`src/rtl/taxi_xgmii_baser_enc_64.sv`:
```
// XGMII to 10GBASE-R 64b/66b block encoder with a 64-bit datapath.
// It tracks frame state so that misplaced Start and Terminate blocks can be flagged.
module taxi_xgmii_baser_enc_64 #(
  parameter int   DATA_W    = 64,
  parameter int   CTRL_W    = (DATA_W/8),
  parameter int   HDR_W     = 2,
  parameter logic GBX_IF_EN = 1'b0
) (
  input  logic              clk,
  input  logic              rst,
  input  logic [DATA_W-1:0] xgmii_txd,
  input  logic [CTRL_W-1:0] xgmii_txc,
  input  logic              xgmii_tx_valid,
  output logic [DATA_W-1:0] encoded_tx_data,
  output logic              encoded_tx_data_valid,
  output logic [HDR_W-1:0]  encoded_tx_hdr,
  output logic              encoded_tx_hdr_valid,
  output logic              tx_bad_block,
  output logic              tx_sequence_error
);

  if (DATA_W != 64) begin : g_badDataW
    $fatal(1, "DATA_W must be 64");
  end
  if (CTRL_W * 8 != DATA_W) begin : g_badCtrlW
    $fatal(1, "CTRL_W*8 must equal DATA_W");
  end
  if (HDR_W != 2) begin : g_badHdrW
    $fatal(1, "HDR_W must be 2");
  end

  localparam logic [1:0]  HDR_DATA  = 2'b10;
  localparam logic [1:0]  HDR_CTRL  = 2'b01;
  localparam logic [3:0]  O_SEQ     = 4'h0;
  localparam logic [63:0] ERR_BLOCK = {{8{7'h1e}}, 8'h1e};
  localparam logic [63:0] IDLE_BLK  = 64'h0000_0000_0000_001e;

  typedef enum logic {
    ST_IDLE  = 1'b0,
    ST_FRAME = 1'b1
  } state_t;

  // Bit 7 of the result says whether the character is encodable; bits 6:0 hold the 7-bit code.
  function automatic logic [7:0] mapCtrl(input logic [7:0] c);
    case (c)
      8'h07:   mapCtrl = {1'b1, 7'h00};
      8'h06:   mapCtrl = {1'b1, 7'h06};
      8'hfe:   mapCtrl = {1'b1, 7'h1e};
      8'h1c:   mapCtrl = {1'b1, 7'h2d};
      8'h3c:   mapCtrl = {1'b1, 7'h33};
      8'h7c:   mapCtrl = {1'b1, 7'h4b};
      8'hbc:   mapCtrl = {1'b1, 7'h55};
      8'hdc:   mapCtrl = {1'b1, 7'h66};
      8'hf7:   mapCtrl = {1'b1, 7'h78};
      default: mapCtrl = 8'h00;
    endcase
  endfunction

  function automatic logic [7:0] termType(input int k);
    case (k)
      0:       termType = 8'h87;
      1:       termType = 8'h99;
      2:       termType = 8'haa;
      3:       termType = 8'hb4;
      4:       termType = 8'hcc;
      5:       termType = 8'hd2;
      6:       termType = 8'he1;
      default: termType = 8'hff;
    endcase
  endfunction

  logic [7:0]  w_lane [8];
  logic [6:0]  w_cc [8];
  logic [7:0]  w_mapped;
  logic [7:0]  w_gtMask;
  logic [63:0] w_encData;
  logic [1:0]  w_encHdr;
  logic        w_bad;
  logic        w_isStart;
  logic        w_isTerm;
  logic        w_seqErr;
  logic        w_accept;
  state_t      r_state;
  state_t      w_nextState;

  logic [63:0] r_data;
  logic [1:0]  r_hdr;
  logic        r_dataValid;
  logic        r_hdrValid;
  logic        r_bad;
  logic        r_seqErr;

  assign w_accept = !GBX_IF_EN || xgmii_tx_valid;

  always_comb begin
    w_mapped = '0;
    for (int i = 0; i < 8; i++) begin
      w_lane[i] = xgmii_txd[8*i +: 8];
      {w_mapped[i], w_cc[i]} = mapCtrl(w_lane[i]);
    end
  end

  // Anything that does not match a legal block layout falls through to the error block.
  always_comb begin
    w_encData = ERR_BLOCK;
    w_encHdr  = HDR_CTRL;
    w_bad     = 1'b1;
    w_isStart = 1'b0;
    w_isTerm  = 1'b0;
    w_gtMask  = '0;
    if (xgmii_txc == 8'h00) begin
      w_encData = xgmii_txd;
      w_encHdr  = HDR_DATA;
      w_bad     = 1'b0;
    end else if (xgmii_txc == 8'hff && (&w_mapped)) begin
      w_encData = {w_cc[7], w_cc[6], w_cc[5], w_cc[4], w_cc[3], w_cc[2], w_cc[1], w_cc[0], 8'h1e};
      w_bad     = 1'b0;
    end else if (xgmii_txc == 8'h01 && w_lane[0] == 8'hfb) begin
      w_encData = {xgmii_txd[63:8], 8'h78};
      w_bad     = 1'b0;
      w_isStart = 1'b1;
    end else if (xgmii_txc == 8'h1f && w_lane[4] == 8'hfb && (&w_mapped[3:0])) begin
      w_encData = {xgmii_txd[63:40], 4'h0, w_cc[3], w_cc[2], w_cc[1], w_cc[0], 8'h33};
      w_bad     = 1'b0;
      w_isStart = 1'b1;
    end else if (xgmii_txc == 8'h11 && w_lane[0] == 8'h9c && w_lane[4] == 8'hfb) begin
      w_encData = {xgmii_txd[63:40], 4'h0, O_SEQ, xgmii_txd[31:8], 8'h66};
      w_bad     = 1'b0;
      w_isStart = 1'b1;
    end else if (xgmii_txc == 8'h11 && w_lane[0] == 8'h9c && w_lane[4] == 8'h9c) begin
      w_encData = {xgmii_txd[63:40], O_SEQ, O_SEQ, xgmii_txd[31:8], 8'h55};
      w_bad     = 1'b0;
    end else if (xgmii_txc == 8'hf1 && w_lane[0] == 8'h9c && (&w_mapped[7:4])) begin
      w_encData = {w_cc[7], w_cc[6], w_cc[5], w_cc[4], O_SEQ, xgmii_txd[31:8], 8'h4b};
      w_bad     = 1'b0;
    end else if (xgmii_txc == 8'h1f && w_lane[4] == 8'h9c && (&w_mapped[3:0])) begin
      w_encData = {xgmii_txd[63:40], O_SEQ, w_cc[3], w_cc[2], w_cc[1], w_cc[0], 8'h2d};
      w_bad     = 1'b0;
    end else begin
      // Terminate in lane k: k data lanes below it, encodable control characters above it.
      for (int k = 0; k < 8; k++) begin
        w_gtMask = 8'hfe << k;
        if (xgmii_txc == (8'hff << k) && w_lane[k] == 8'hfd &&
            ((w_mapped & w_gtMask) == w_gtMask)) begin
          w_encData      = '0;
          w_encData[7:0] = termType(k);
          for (int j = 0; j < 8; j++) begin
            if (j < k) begin
              w_encData[8+8*j +: 8] = w_lane[j];
            end else if (j > k) begin
              w_encData[7*j+8 +: 7] = w_cc[j];
            end
          end
          w_bad    = 1'b0;
          w_isTerm = 1'b1;
        end
      end
    end
  end

  always_ff @(posedge clk) begin
    if (rst) begin
      r_state <= ST_IDLE;
    end else if (w_accept) begin
      r_state <= w_nextState;
    end
  end

  always_comb begin
    w_nextState = r_state;
    if (w_isStart) begin
      w_nextState = ST_FRAME;
    end else if (w_isTerm) begin
      w_nextState = ST_IDLE;
    end
  end

  always_comb begin
    w_seqErr = 1'b0;
    if (w_isStart && r_state == ST_FRAME) begin
      w_seqErr = 1'b1;
    end else if (w_isTerm && r_state == ST_IDLE) begin
      w_seqErr = 1'b1;
    end
  end

  // While the gearbox withholds a word the block and header hold; only the valids drop.
  always_ff @(posedge clk) begin
    if (rst) begin
      r_data      <= IDLE_BLK;
      r_hdr       <= HDR_CTRL;
      r_dataValid <= 1'b0;
      r_hdrValid  <= 1'b0;
      r_bad       <= 1'b0;
      r_seqErr    <= 1'b0;
    end else if (w_accept) begin
      r_data      <= w_encData;
      r_hdr       <= w_encHdr;
      r_dataValid <= 1'b1;
      r_hdrValid  <= 1'b1;
      r_bad       <= w_bad;
      r_seqErr    <= w_seqErr;
    end else begin
      r_dataValid <= 1'b0;
      r_hdrValid  <= 1'b0;
      r_bad       <= 1'b0;
      r_seqErr    <= 1'b0;
    end
  end

  assign encoded_tx_data       = r_data;
  assign encoded_tx_hdr        = r_hdr;
  assign encoded_tx_data_valid = GBX_IF_EN ? r_dataValid : 1'b1;
  assign encoded_tx_hdr_valid  = GBX_IF_EN ? r_hdrValid : 1'b1;
  assign tx_bad_block          = r_bad;
  assign tx_sequence_error     = r_seqErr;

endmodule

```
`config.mk`:
```
export PLATFORM = sky130hd
export DESIGN_NAME = taxi_xgmii_baser_enc_64
export DESIGN_NICKNAME = d
export VERILOG_FILES = /design/src/rtl/taxi_xgmii_baser_enc_64.sv
export SDC_FILE = /design/constraint.sdc
export NUM_CORES = 1
export LEC_CHECK = 0
export ABC_AREA = 1
export CELL_PAD_IN_SITES_DETAIL_PLACEMENT = 1
export CELL_PAD_IN_SITES_GLOBAL_PLACEMENT = 1
export CORE_MARGIN = 5
export CORE_UTILIZATION = 36
export DETAILED_ROUTE_END_ITERATION = 8
export PLACE_DENSITY = 0.89
export SYNTH_ARGS = -nofsm -noshare
export SYNTH_HDL_FRONTEND = slang
export SYNTH_SLANG_ARGS = --single-unit
```
`constraint.sdc`:
```
create_clock -name clk -period 3.25 [get_ports clk]
set_clock_uncertainty 0.15 [all_clocks]
set_input_delay 0.325 -clock clk [delete_from_list [all_inputs] [get_ports clk]]
set_output_delay 0.325 -clock clk [all_outputs]
set_load 0.01 [all_outputs]
```
==> results of run 1 <==
==> power by group through the flow <==
| stage | sequential (mW) | combinational, mW | clock (mW) |
|---|---|---|---|
| finish | 0.904 | 0.698 | 1.02 |
| detailed placement | 0.924 | 0.680 | 0 |
| floorplan | 0.946 | 0.207 | 0 |
| global route | 0.909 | 0.743 | 1.07 |
| global placement | 0.921 | 0.655 | 0 |
| CTS | 0.905 | 0.687 | 1.03 |
==> cells in the mapped netlist, types with 3 or more instances <==
library cell	n	area [um2]
a22oi_1	12	90.1
nand2_1	534	2000
nand3b_1	6	45.0
buf_6	3	33.8
nand2_4	3	33.8
nand3_4	3	52.6
buf_4	6	45.0
nor4_1	13	81.3
dfxtp_1	69	1380
o211ai_1	12	90.1
nor2_1	156	586
nor2_4	8	90.1
clkbuf_1	19	71.3
o22ai_1	12	75.1
nor3_2	3	30.0
nor2_2	16	100
nand3_2	8	80.1
nand4_1	26	163
nand2_2	14	87.6
a21oi_1	89	445
o2111ai_1	3	26.3
a31oi_1	9	56.3
nor3_1	43	215
nor4_2	3	37.5
o21ai_0	64	320
buf_2	19	95.1
inv_2	18	67.6
nand3_1	86	430
and2_1	3	18.8
o21ai_1	16	80.1
inv_1	165	619
==> through the flow <==
| step | setup TNS, ns | utilization | power (mW) | setup slack (ns) |
|---|---|---|---|---|
| 6_report | 0 | 0.553 | 2.63 | 0.154 |
| 5_1_grt | -0.118 | 0.553 | 2.72 | -0.0426 |
| 4_1_cts | 0 | 0.550 | 2.62 | 0.102 |
| 3_5_place_dp | -5.80 | 0.536 | 1.60 | -0.222 |
| 3_3_place_gp | -0.614 | 0.536 | 1.58 | -0.0554 |
| 2_1_floorplan | 0 | - | 1.15 | 0.870 |
==> critical path, stage by stage <==
cell	delay [ns]
clkdlybuf4s50_1	0.52
inv_1	0.12
nand2_1	0.10
nor2_2	0.06
inv_2	0.07
nor2_1	0.05
nor2_1	0.17
nand3_2	0.24
nand3_1	0.19
nand2_2	0.16
nor2_4	0.22
nand3_4	0.13
buf_12	0.15
a21oi_1	0.18
nand2_1	0.11
nand2_1	0.09
nand2_1	0.06
nand2_1	0.06
nand2_1	0.06
nand2_1	0.07
nand2_1	0.07
==> kinds of logic after synthesis <==
| logic type | Yosys count | synth area share |
|---|---|---|
| flip-flops | 69 | 0.178 |
| AO/OA/AOI/OAI | 228 | 0.165 |
| AND/OR/NAND/NOR | 932 | 0.533 |
| buffers and inverters | 234 | 0.123 |
| other | 1 | 0.000485 |
==> worst max path at each step <==
stage / start / end / slack (ns) / depth (start not counted)
4_1_cts: xgmii_txd[11] / encoded_tx_data[15] / 0.10 / 16
2_1_floorplan: xgmii_txd[25] / encoded_tx_data[52] / 0.87 / 21
3_5_place_dp: xgmii_txd[11] / tx_bad_block / -0.22 / 15
6_report: xgmii_txd[56] / encoded_tx_data[19] / 0.15 / 21
5_1_grt: xgmii_txd[7] / encoded_tx_data[13] / -0.04 / 21
3_3_place_gp: xgmii_txd[21] / encoded_tx_data[9] / -0.06 / 18
==> sequential cells by signal, summed over array words and instances (netlist names) <==
name and cells:
encoded_tx_hdr 2, tx_bad_block 1, tx_sequence_error 1, r_state 1, encoded_tx_data 64
==> per-layer routing <==
metal | part of all wire | wire (um) | GRT usage
met1 | 0.40 | 16600 | 0.403
met2 | 0.47 | 19800 | 0.567
met3 | 0.084 | 3490 | 0.0617
met4 | 0.042 | 1770 | 0.156
met5 | 0 | 0 | 0.00595
==> what timing repair did <==
action / CTS / global route
endpoints found under the setup margin: 1 / 48
resized for setup: 1 / 17
pin swaps: 0 / 1
==> final cells by class <==
type,count,share of cell area
inverter,186,0.0603
sequential,69,0.118
clock inverter,5,0.00300
clock buffer,11,0.0217
multi-input combinational,1162,0.470
timing repair buffer,402,0.297
tap,275,0.0295
==> results.md, run 1 <==
* Final hold vios at 0
* CTS clk-pin slew, worst paths at ~0.070 ns
* First-pass iteration count of the detailed router at 6
* Synth-to-layout area growth at 50.7%
* Post-synth EDFFs at 0
* Worst-Margin Slew at roughly 0.63 ns
* Post-Syn Instances at between 1000 and 1500
* Max-cap violations at 0
* Layout fillers at a little over 3000
* Hold Buf Count CTS at 0
* Largest net degree at the start of global routing at 35
* Crit path time final at approximately 3.1 ns
* Placed Cells at between 2000 and 2500
* Layout Nets at approximately 1900
* Number of library cell types mapped by synthesis at 48
* # IOs at roughly 150
* Clock power frac at 0.390
* Most frequent cells in the layout: 530 x nand2_1, 252 x buf_4, 165 x inv_1
* Worst Reg-to-Reg Cells at 2
* Placer's final routability congestion estimate at 0.994
* Syn Std Cell Area at just under 8000 um2
* TritonCTS clock tree: yes
* Switch share at 0.328
* Crit Path Class: in2reg
* Final Cell Area at around 12000 um2
* Worst rel slew slack at 0.576
* IO Port Bufs at ~140
* HP Class: in2reg
* Leak at just over 6 nW
* Max FO, Critical Path at 8
* Overflow after GRT at 0
* Rows at 53
* Seq cells post-synth at 69
* Max clock buf depth at 2
* Overall routing resource usage at 0.333
* Synth Warn # at 0
* NetSw at between 0.8 and 0.9 mW
* Core ar. at 21100 um2
* Worst skew pair latency at roughly 0.35 ns
* Worst Path Arrival at between 3 and 4 ns
* Commonest non-fill, non-tap cell in the layout: nand2_1
* Startpoint Class: input port
* Fin. max-slew vios at 0
* Worst Path Required at approximately 3.4 ns
* RR Endpoint: tx_sequence_error
* Period utilization at 0.952
* Main flop type after synthesis: dfxtp_1
* Post-DP HPWL at roughly 33000 um
* Seq/Total Area, Yosys at 0.178
* H-tree depth at 3
* Share of layout cells above drive strength 1 at 0.204
* N_diodes at 0
* Antenna viol nets, final at 0
* Logic pwr share at 0.266
* Power Density at approximately 230 nW/um2
* R2r setup slk at 2.36 ns
* Initial DRC Count at 994
* Die area at approximately 25000 um2
* Critical R2R Launch: r_state
* Setup bufs post-CTS at 0
* Area after DPL at 11300 um2
* Maximum vdd drop at between 0.2 and 0.25 mV
* Vias in the first global route at between 10000 and 15000
* Avg Cell Area, Syn at ~5.3 um2
* Drt wl/cell at between 15 and 20 um
* Initial antenna violation count at 0
* Die Y-Extent at approximately 160 um
* Clock root buffer: clkbuf_16
* Detailed Route WL at about 42000 um
* Non-filler cells, final at 2110
* Worst hold endpoint: encoded_tx_data[2]
* Hold depth at 3
* Max Fclk at ~0.32 GHz
* Initial Utilization at 0.367
* Drt via density at about 5.6
* # setup viols final at 0
* Total number of vias at roughly 12000
* Multi-input gate area at 5480 um2
* Register share of total power at 0.344
* First-pass GRT wire length at ~65000 um
* Drt drc at 0
* Fin Hold WS at approximately 0.22 ns
* Status: finished clean
* FF/Latch Area at between 1000 and 1500 um2
* P_int at between 1.5 and 2 mW
* Clock sinks at 69
* Hold_sp: xgmii_txd[2]
* CTS Buf Count at 9
* Setup crit end kind: register
* Width of the die at around 160 um
* Synth async-reset ratio at 0
No activity file was read; power rests on OpenSTA's default activity.
==> run 2: changes to the inputs <==
REMOVE_ABC_BUFFERS = 1   (was unset)
==> run 2 against run 1 <==
  * The flow now finishes with violations (setup timing)
  * Clock power hardly changed
  * Critical path type unchanged
  * Critical endpoint is now encoded_tx_data[32]
  * Die area stayed put
  * Total power is 2.5% higher
  * Combinational power is 14% higher
  * First-iteration DRC count is 110% higher
  * Setup slack worse by 0.76 ns
  * Via count is 18% higher
  * Final area is 3.8% higher
==> results.md, run 2 (same netlist as run 1, synthesis figures left out) <==
* Status: finished with violations
* Failing checks: setup timing
* Die area at 24500 um2
* Width of the die at 157 um
* Worst Path Arrival at 3.95 ns
* Detailed Route WL at ~57000 um
* Max FO, Critical Path at 4
* CP dominant cell by count: nand2_1
* Logic pwr share at 0.295
* IO Port Bufs at between 100 and 150
* GR Util met3 at 0.0799
* TritonCTS clock tree: yes
* Initial Utilization at 0.367
* Initial DRC Count at ~2100
* Synth-to-layout area growth at 56.3%
* Global routing's busiest layer: met2
* Power Density at 223 nW/um2
* Total number of vias at around 14000
* H-tree depth at 3
* Post-DP HPWL at 35300 um
* CTS Buf Count at 9
* Leak at 6.46 nW
* Drt wl/cell at about 27 um
* Worst Path Required at 3.34 ns
* Met2 Track Usage GR at 0.629
* Hold depth at 3
* Largest stage delay, worst path at around 0.53 ns
* Slowest-stage cell, CP: nor2_2
* Met1 usage at 0.455
* Setup crit end kind: register
* Antenna viol nets, final at 0
* Max clock buf depth at 2
* Worst-path cell chain: clkdlybuf4s50_1 > inv_1 > nand2_1 > nor2_4 > nand2_1 > nand2_1 > nor2_2 > nand2_2 > buf_4 > inv_1 > nor2_2 > nand4_1 > nand3_1 > nand2_1 > nand2_1 > nand2_1 > nand3b_1 > nand2_1 > nand3_1 > nand2_1
* Drt drc at 0
* HP Class: in2reg
* # setup viols final at 62
* Critical path buffers and inverters at 4
* # IOs at between 100 and 150
* Hold Buf Count CTS at 0
* Worst-Margin Slew at between 1 and 1.5 ns
* P_int at approximately 1.7 mW
* Most frequent cells in the layout: 527 x nand2_1, 289 x buf_4, 164 x inv_1
* Worst rel slew slack at 0.286
* RSZ-0062 raised after global routing: yes
* Core ar. at approximately 21000 um2
* Fin Hold WS at just under 0.2 ns
* Final worst-path setup slack at -0.607 ns
* Fin. max-slew vios at 0
* First-pass iteration count of the detailed router at 9
* Die Y-Extent at between 150 and 200 um
* Switch share at 0.353
* Layout Nets at between 1500 and 2000
* Vias in the first global route at about 14000
* Worst skew pair latency at 0.37 ns
* Crit Path Class: in2reg
* Clock power frac at 0.368
* Worst Reg-to-Reg Cells at 2
* Rows at 53
* Startpoint Class: input port
* Largest net degree at the start of global routing at 25
* Register share of total power at 0.337
* Maximum vdd drop at about 0.23 mV
* Crit path time final at around 3.9 ns
* Final hold vios at 0
* First-pass GRT wire length at 74000 um
* Share of layout cells above drive strength 1 at 0.226
* Max-cap violations at 0
* Delay-heaviest family, CP: simple AND/OR/NAND/NOR gates
* NetSw at 0.951 mW
* Total chip power at 2.69 mW
* Max Fclk at approximately 0.26 GHz
* Overall routing resource usage at 0.382
* Initial antenna violation count at 2
* WP depth at 20
* CTS clk-pin slew, worst paths at approximately 0.07 ns
* Period utilization at 1.19
* Overflow after GRT at 0
* Largest register FFs at 64
* Commonest non-fill, non-tap cell in the layout: nand2_1
* Clock sinks at slightly below 70
* Clock root buffer: clkbuf_16
* Placer's final routability congestion estimate at 0.993
* Drt via density at around 6.5
-- run 2: final timing paths --
kind / startpoint / to / slack (ns)
worst max-delay path: xgmii_txd[41] / encoded_tx_data[32] / -0.61
worst min-delay path: xgmii_txd[28] / encoded_tx_data[28] / 0.20
worst max register to register: r_state / tx_sequence_error / 2.34
worst min register to register: r_state / r_state / 0.36
-- run 2: worst register-to-register path, delay by kind of cell, from the launching register on --
kind / cells / cell delay, ns
AND/OR/NAND/NOR: 1 / 0.07
AO/OA/AOI/OAI: 1 / 0.23
flip-flops: 1 / 0.36
-- run 2: layout make-up --
class	count	area (um2)
Fill cell	3025	8990
Multi-Input combinational cell	1162	5550
Timing Repair Buffer	442	3840
Sequential cell	69	1380
Inverter	186	707
Tap cell	275	344
Clock buffer	10	229
Clock inverter	6	40.0
Antenna cell	2	5.00
-- run 2: what timing repair did --
item,4_1_cts,5_1_grt
buffers inserted,0,5
gates resized for setup,1,43
pin swaps,0,4
setup endpoints to repair,3,50
-- run 2: through the flow --
stage	util	instances	instance area, um2	worst slack, ns	TNS, ns
finish	0.574	2152	12100	-0.607	-12.31
global route	0.573	2150	12100	-0.646	-13.84
CTS	0.563	2145	11900	0.0133	0
detailed placement	0.550	2129	11600	-0.211	-7.25
global placement	0.550	2129	11600	-0.117	-1.95
floorplan	-	1417	7490	-0.634	-10.45
-- run 2: power groups by stage --
stage / Sequential, mW / Clock [mW] / Combinational, mW
final: 0.907 / 0.992 / 0.795
after global routing: 0.911 / 1.03 / 0.815
after CTS: 0.905 / 0.988 / 0.727
after detailed placement: 0.923 / 0 / 0.708
after global placement: 0.921 / 0 / 0.679
after floorplan: 0.946 / 0 / 0.191
-- run 2: layer usage --
metal	part of all wire	up-vias
li1	-	5546
met1	0.34	6439
met2	0.43	1391
met3	0.13	586
met4	0.092	0
met5	0	-
